==> config.mk <==
export PLATFORM = sky130hd
export DESIGN_NAME = memory_bus_ctrl
export DESIGN_NICKNAME = d
export VERILOG_FILES = /design/src/rtl/memory_bus_ctrl_pkg.sv /design/src/rtl/memory_bus_ctrl_rr_arbiter.sv /design/src/rtl/memory_bus_ctrl.sv
export SDC_FILE = /design/constraint.sdc
export NUM_CORES = 1
export LEC_CHECK = 0
export CAP_MARGIN = 25
export CORE_AREA = 3 3 192 194
export DETAILED_ROUTE_END_ITERATION = 10
export DIE_AREA = 0 0 195 197
export GPL_TIMING_DRIVEN = 0
export PLACE_DENSITY_LB_ADDON = 0.15
export SLEW_MARGIN = 20
export SYNTH_ARGS = -nofsm -noshare
export SYNTH_HDL_FRONTEND = slang
export SYNTH_HIERARCHICAL = 1
export SYNTH_SLANG_ARGS = --single-unit
==> constraint.sdc <==
create_clock -name CLK -period 2.8 [get_ports CLK]
set_clock_uncertainty 0.2 [all_clocks]
set_input_delay 0.28 -clock CLK [delete_from_list [all_inputs] [get_ports CLK]]
set_output_delay 0.28 -clock CLK [all_outputs]
set_load 0.05 [all_outputs]
==> src/rtl/memory_bus_ctrl_pkg.sv <==
// memory_bus_ctrl_pkg: shared types for the two-core coherent memory bus controller
package memory_bus_ctrl_pkg;
  typedef logic [31:0] word_t;
  typedef enum logic [1:0] {FREE, BUSY, ACCESS, ERROR} ramstate_t;
  typedef enum logic [3:0] {IDLE, WB1, WB2, INV, SNOOP, C2C1, C2C2, RAM1, RAM2, IFETCH} bus_state_t;
endpackage

==> src/rtl/memory_bus_ctrl_rr_arbiter.sv <==
// rr_arbiter: two-way round-robin grant; the pointed-to side wins when both request
module rr_arbiter (
  input  logic [1:0] req,
  input  logic       pri,
  output logic       grant
);
  assign grant = req[pri] ? pri : ~pri;
endmodule

==> src/rtl/memory_bus_ctrl.sv <==
// memory_bus_ctrl: arbitrates both cores' icache/dcache traffic onto one RAM port
// and drives the snoop side toward the peer dcache
module memory_bus_ctrl
  import memory_bus_ctrl_pkg::*;
#(
  parameter int CPUS = 2
) (
  input  logic                      CLK,
  input  logic                      nRST,
  input  logic [CPUS-1:0]           iREN,
  input  logic [CPUS-1:0][31:0]     iaddr,
  output logic [CPUS-1:0]           iwait,
  output logic [CPUS-1:0][31:0]     iload,
  input  logic [CPUS-1:0]           dREN,
  input  logic [CPUS-1:0]           dWEN,
  input  logic [CPUS-1:0][31:0]     daddr,
  input  logic [CPUS-1:0][31:0]     dstore,
  output logic [CPUS-1:0]           dwait,
  output logic [CPUS-1:0][31:0]     dload,
  input  logic [CPUS-1:0]           cctrans,
  input  logic [CPUS-1:0]           ccwrite,
  output logic [CPUS-1:0]           ccwait,
  output logic [CPUS-1:0]           ccinv,
  output logic [CPUS-1:0][31:0]     ccsnoopaddr,
  output logic                      ramREN,
  output logic                      ramWEN,
  output logic [31:0]               ramaddr,
  output logic [31:0]               ramstore,
  input  logic [31:0]               ramload,
  input  logic [1:0]                ramstate
);
  bus_state_t state, next_state;
  logic r, next_r, s, dpri, ipri, dg, ig, access, leave;
  logic [CPUS-1:0] dreq;
  word_t blk_addr;
  assign s = ~r;
  assign access = ramstate == ACCESS;
  assign leave = state != IDLE && next_state == IDLE;
  // one dcache arbiter serves whichever request class currently has priority
  assign dreq = |dWEN ? dWEN : |cctrans ? cctrans : dREN;
  rr_arbiter u_darb (.req(dreq), .pri(dpri), .grant(dg));
  rr_arbiter u_iarb (.req(iREN), .pri(ipri), .grant(ig));
  always_ff @(posedge CLK) begin
    if (!nRST) begin
      state <= IDLE;
      r <= 1'b0;
      dpri <= 1'b0;
      ipri <= 1'b0;
    end else begin
      state <= next_state;
      r <= next_r;
      dpri <= (leave && state != IFETCH) ? ~r : dpri;
      ipri <= (leave && state == IFETCH) ? ~r : ipri;
    end
  end
  always_comb begin
    next_state = state;
    next_r = r;
    case (state)
      IDLE: begin
        next_r = |dreq ? dg : ig;
        next_state = |dWEN ? WB1 : |cctrans ? INV : |dREN ? SNOOP : |iREN ? IFETCH : IDLE;
      end
      WB1:        next_state = !dWEN[r] ? IDLE : access ? WB2 : WB1;
      WB2:        next_state = (!dWEN[r] || access) ? IDLE : WB2;
      INV:        next_state = IDLE;
      SNOOP:      next_state = ccwrite[s] ? C2C1 : RAM1;
      C2C1:       next_state = !dREN[r] ? IDLE : access ? C2C2 : C2C1;
      RAM1:       next_state = !dREN[r] ? IDLE : access ? RAM2 : RAM1;
      C2C2, RAM2: next_state = (!dREN[r] || access) ? IDLE : state;
      IFETCH:     next_state = (!iREN[r] || access) ? IDLE : IFETCH;
      default:    next_state = IDLE;
    endcase
  end
  always_comb begin
    iwait = '1;
    dwait = '1;
    ccwait = '0;
    ccinv = '0;
    ccsnoopaddr = '0;
    ramREN = 1'b0;
    ramWEN = 1'b0;
    ramaddr = '0;
    ramstore = '0;
    iload = {CPUS{ramload}};
    dload = {CPUS{ramload}};
    blk_addr = {daddr[r][31:3], state == C2C2, 2'b00};
    if (nRST) begin
      case (state)
        WB1, WB2: begin
          ramWEN = 1'b1;
          ramaddr = daddr[r];
          ramstore = dstore[r];
          dwait[r] = ~(access & dWEN[r]);
        end
        INV: begin
          ccwait[s] = 1'b1;
          ccinv[s] = 1'b1;
          ccsnoopaddr[s] = daddr[r];
        end
        SNOOP: begin
          ccwait[s] = 1'b1;
          ccsnoopaddr[s] = daddr[r];
        end
        // dirty peer supplies the block and memory is updated in the same cycle
        C2C1, C2C2: begin
          ccwait[s] = 1'b1;
          ccsnoopaddr[s] = blk_addr;
          dload[r] = dstore[s];
          ramWEN = 1'b1;
          ramaddr = blk_addr;
          ramstore = dstore[s];
          dwait[r] = ~(access & dREN[r]);
        end
        RAM1, RAM2: begin
          ramREN = 1'b1;
          ramaddr = daddr[r];
          dwait[r] = ~(access & dREN[r]);
        end
        IFETCH: begin
          ramREN = 1'b1;
          ramaddr = iaddr[r];
          iwait[r] = ~(access & iREN[r]);
        end
        default: ;
      endcase
    end
  end
endmodule

# Word-level counts from Yosys, hierarchy flattened
# Index checks and enable logic that the tools add are counted.
[op_classes]
magnitude_cmp = 6
n_eq_ne = 11
n_mux = 69
bitwise_logic = 15
n_reduce_logical = 28
[op_table]
columns = ["operator", "count"]
rows = [
  ["$mux W32", 12],
  ["$mux W64", 3],
  ["$and A64 B64 Y64", 2],
  ["$pmux W64 S2", 1],
  ["$pmux W32 S3", 1],
  ["$bwmux W64", 1],
  ["$demux W32 S1", 2],
  ["$pmux W32 S2", 1],
  ["$mux W4", 8],
  ["$pmux W4 S8", 1],
  ["$mux W2", 14],
  ["$mux W1", 21],
  ["$reduce_or A2 Y1", 9],
  ["$eq A4 B3 Y1 const B", 4],
  ["$reduce_or A4 Y1", 4],
  ["$eq A4 B2 Y1 const B", 2],
  ["$eq A4 B4 Y1 const B", 2],
  ["$logic_not A4 Y1", 2],
  ["$lt A1 B2 Y1 const B", 4],
  ["$not A1 Y1", 6],
  ["$or A2 B2 Y2", 3],
  ["$logic_and A1 B1 Y1", 5],
  ["$eq A4 B1 Y1 const B", 1],
  ["$ne A4 B4 Y1 const B", 1],
  ["other kinds (11)", 19],
]
[word_totals]
regBits = 7
in_bits = 238
output_inout_bits = 266
word_cells = 133

# Depth between registers and ports, before layout
[logic_depth]
word_depth = 9
mapped_depth = 9
mapped_depth_nobuf = 7

# Modules after synthesis
# The synthesis kept the hierarchy.
[modules_own_cells]
columns = ["mod", "n_inst", "cells_each", "area_per_inst_um2", "seq_area_each_um2"]
rows = [
  ["memory_bus_ctrl", 1, 644, 4880.9, 140.1],
  ["rr_arbiter", 2, 2, 8.8, 0.0],
]

# Worst setup path before layout
# Ideal clock, no wire load.
[synth_timing]
kind = "register to output"
start = "register state[3]"
end = "output port ramaddr[10]"
t_arrival_ps = 2972
required_ps = 2320
slack_ps = -652
stages_incl_launch_ff = 7
path_buffers = 3
cell_sequence = "dfxtp_1 -> buf_2 -> clkbuf_1 -> nor3_1 -> nor2_1 -> clkbuf_1 -> nor2_1"
[synth_between]
elab_chain_len = 4
word_cells_on_any_way = 11
classes_between = "7 x eq/ne; 2 x mux; 2 x reduce/logical"
[synth_lines]
columns = ["item", "line", "text"]
rows = [
  ["from (decl)", "memory_bus_ctrl.sv:32", "bus_state_t state, next_state;"],
  ["from (signal assigned)", "memory_bus_ctrl.sv:50", "state <= next_state;"],
  ["$eq A4 B1 Y1 (tied with other cells)", "memory_bus_ctrl.sv:89", "case (state)"],
  ["$reduce_or A4 Y1 (no line) or $reduce_or A2 Y1 (tied branches)", "n/a", ""],
  ["$pmux W32 S3 (*)", "memory_bus_ctrl.sv:89", ""],
  ["$mux W32 (*)", "memory_bus_ctrl.sv:88", "if (nRST) begin"],
  ["to (decl)", "memory_bus_ctrl.sv:27", "output logic [31:0] ramaddr,"],
]
# Mark *: on every way between the ends. The rest lies on a longest branch, timed or not.

==> qor.yml <==
finish:
  area_growth_pct: 123.6
  antenna_cells: 0
  regArea_sq_um: 145.1
  multi_input_comb_area_sq_mm: 0.004294
  stdcell_area_sq_mm: 0.01095
  fillers: 3872
  drive_above_1_share_pct: 42.20
  nets: 1412
critical_path:
  cpPeakStageDelay_ns: 0.57
  start_kind: "flop"
  crit_slowest_cell: "dlygate4sd1_1"
  ff2ff_setup_slack_ns: 0.35
  required_ns: 2.32
  arrival_ns: 2.35
  crit_path_end_kind: "output port"
  cp_top_family: "buffers and inverters"
  path_max_fanout: 7
  r2r_end: "dpri$_SDFFE_PN0P_"
  cp_num_buf_inv: 3
  critPathLaunch: "state[0]$_SDFF_PN0_"
  critPathKind: "reg2out"
  ff2ff_path_depth: 8
  r2r-start: "state[1]$_SDFF_PN0_"
  path_cells: "buf_8, nand2_8, nor2_4, a21oi_2, or3_4, buf_4, nor3_1, dlygate4sd1_1"
clock_tree:
  htree_levels: 1
  worst_skew_pair.late_latency_ns: 0.24
  ctsRootBufferMaster: "clkbuf_16"
  clk_pin_slew_worst_paths_ns: 0.04
  cts_tree: "done"
  cts-buffers-inserted: 3
  cts_max_path_buffers: 2
  ctsHoldBuffers: 0
  cts_sinks: 7
yosys:
  syn-num-nets: 886
  yosysWarnings: 6
  ys_ff_latch: 7
  yosys.area.top_type_share_pct: 13.90
  syn_inst: 648
  synth_flop_cell: "dfxtp_1"
  yosys-top-cells-area: "mux2i_1 (14%), mux2_2 (11%), buf_4 (10%)"
  yosys.area.top_type: "mux2i_1"
  ys_types: 58
  synth_edf_count: 0
  avgSynthCellArea_sq_um: 7.559
  seq_area_frac_synth_pct: 2.861
  synth_most_common_cell: "nor2_1"
  synth_commonest_cells: "nor2_1 (84), mux2i_1 (68), buf_4 (67)"
  syn-cell-area_sq_mm: 0.004898
  async_flop_share_pct: 0
floorplanning:
  row_count: 69
  core_area_sq_mm: 0.03540
  initial_core_util_pct: 13.84
  fp.dieH_um: 197
  die_width_um: 195
  die_area_sq_mm: 0.03842
  ios: 504
min_path:
  min-delay-start: "nRST"
  hold-path-endpoint: "dpri$_SDFFE_PN0P_"
  hold_path_depth: 3
  worstHoldPathType: "in2reg"
placement:
  hpwl_um: 29920
  placedInstanceArea_sq_mm: 0.01067
  gp_routability_congestion: 0.8456
  place_ws_ns: -1.061
  portBuffers: 502
global_routing:
  antenna_found_initial: 1
  grt_pass1_wl_um: 50400
  gr-total-overflow: 0
  grt_usage_pct: 17.00
  grt_pass1_vias: 7406
  grt_max_degree: 11
routing:
  drt-initial-drc-count: 292
  drt-total-wl_um: 35870
  vias: 7219
  wl_per_cell_um: 21.95
  ant_nets: 0
  drt-pass1-iter-count: 5
  drcViolationCount: 0
  via_per_inst: 4.418
power:
  leakage_nw: 4.270
  power.density_mw_per_mm2: 300.0
  ir_worst_vdd_mv: 0.1256
timing:
  max_clock_freq_mhz: 353.8
  slew_headroom_pct: 49.76
  finalCritPeriodShare_pct: 100.9
  final-setup-viol-count: 1
  period_needed_ns: 2.826
  worst_slew_pin_slew_ns: 0.7535
  layout_setup_ws_ns: -0.02617
  hold_viol_final: 0
  slew_violations: 0
  rsz0062_at_grt: "yes"
status:
  violations: "negative setup slack"
  status: "finished, violations left"
job:
  maxCapViolCount: 0
cells by family (layout without fill, tap and decap cells):
kind of cell	Yosys count	in the layout	synth area share, %
AND/OR/NAND/NOR	198	198	23.58
multiplexers	134	134	29.07
buffers and inverters	144	669	18.14
flip-flops	7	7	2.861
XOR/XNOR	1	1	0.3321
AO/OA/AOI/OAI	164	164	26.03
flip-flops by register name, indices dropped and copies added, names as in the netlist:
signal  flops
ipri        1
dpri        1
state       4
r           1
repair_timing:
| action | 4_1_cts | 5_1_grt |
|---|---|---|
| pin swaps | 5 | 10 |
| endpoints found under the setup margin | 201 | 162 |
| gates resized for setup | 1039 | 123 |
| buffers inserted | 6 | 9 |
| gates cloned | 0 | 4 |
where the power goes:
part           internal, W  switching [W]  leakage, nW
registers         0.000109     0.00000874       0.0581
clock network     0.000191      0.0000722       0.0382
logic              0.00114        0.00176         4.17
total              0.00144        0.00184         4.27
layout make-up:
cell class / count / share of cell area, %
tap: 461 / 5.266
multi-input combinational: 497 / 39.20
sequential: 7 / 1.325
timing repair buffer: 521 / 43.86
inverter: 7 / 0.2399
buffer: 137 / 9.389
clock buffer: 4 / 0.7196
layer usage:
metal / track usage, % / share of wire [%] / up-vias
met4: 2.984 / 1.6 / 2
met1: 19.21 / 38 / 3378
met2: 32.49 / 52 / 371
met3: 4.325 / 7.9 / 26
li1: - / - / 3442
met5: 0 / 0.036 / -
cells in the final DEF (no fill, tap or decap), types with 7 or more instances in the layout:
cell             count
clkbuf_2            36
nor3b_4             23
buf_4              113
a221oi_1            32
clkdlybuf4s50_1    302
mux2i_1             66
nor3_1               8
buf_2               88
o22a_1              30
clkbuf_4            17
a21oi_1             10
clkdlybuf4s15_2     28
mux2_2              49
mux2_1              16
buf_6               51
nand2_1             40
nor2_1              72
inv_1                7
nor2_2              10
a211oi_2            32
nor3b_2              7
a22oi_1             32
tightest hold or removal path, delay by kind of cell:
family,cells,cell delay (ns)
mux,1,0.06
buf+inv,1,0.18
simple gates,1,0.10
how the worst max path moves through the flow:
stage	endpoint	slack, ns	cells after the start
floorplan	ramaddr[10]	-0.20	7
global placement	ccsnoopaddr[2]	-1.06	6
detailed placement	ccsnoopaddr[2]	-1.06	6
CTS	dload[9]	-0.07	7
global route	ccsnoopaddr[47]	-0.07	10
finish	ccsnoopaddr[32]	-0.03	8
through the flow:
| step | cells | util [%] | setup TNS, ns | power, W | hold slack (ns) |
|---|---|---|---|---|---|
| floorplan | 648 | - | -6.439 | 0.001813 | 0.2483 |
| global placement | 1611 | 30.14 | -110.87 | 0.002969 | 0.2736 |
| detailed placement | 1611 | 30.14 | -112.82 | 0.002969 | 0.2757 |
| CTS | 1621 | 29.66 | -0.1760 | 0.003214 | 0.2383 |
| global route | 1634 | 30.95 | -1.456 | 0.003460 | 0.2606 |
| finish | 1634 | 30.95 | -0.02617 | 0.003287 | 0.2291 |
Power figures use the tool's default switching activity.
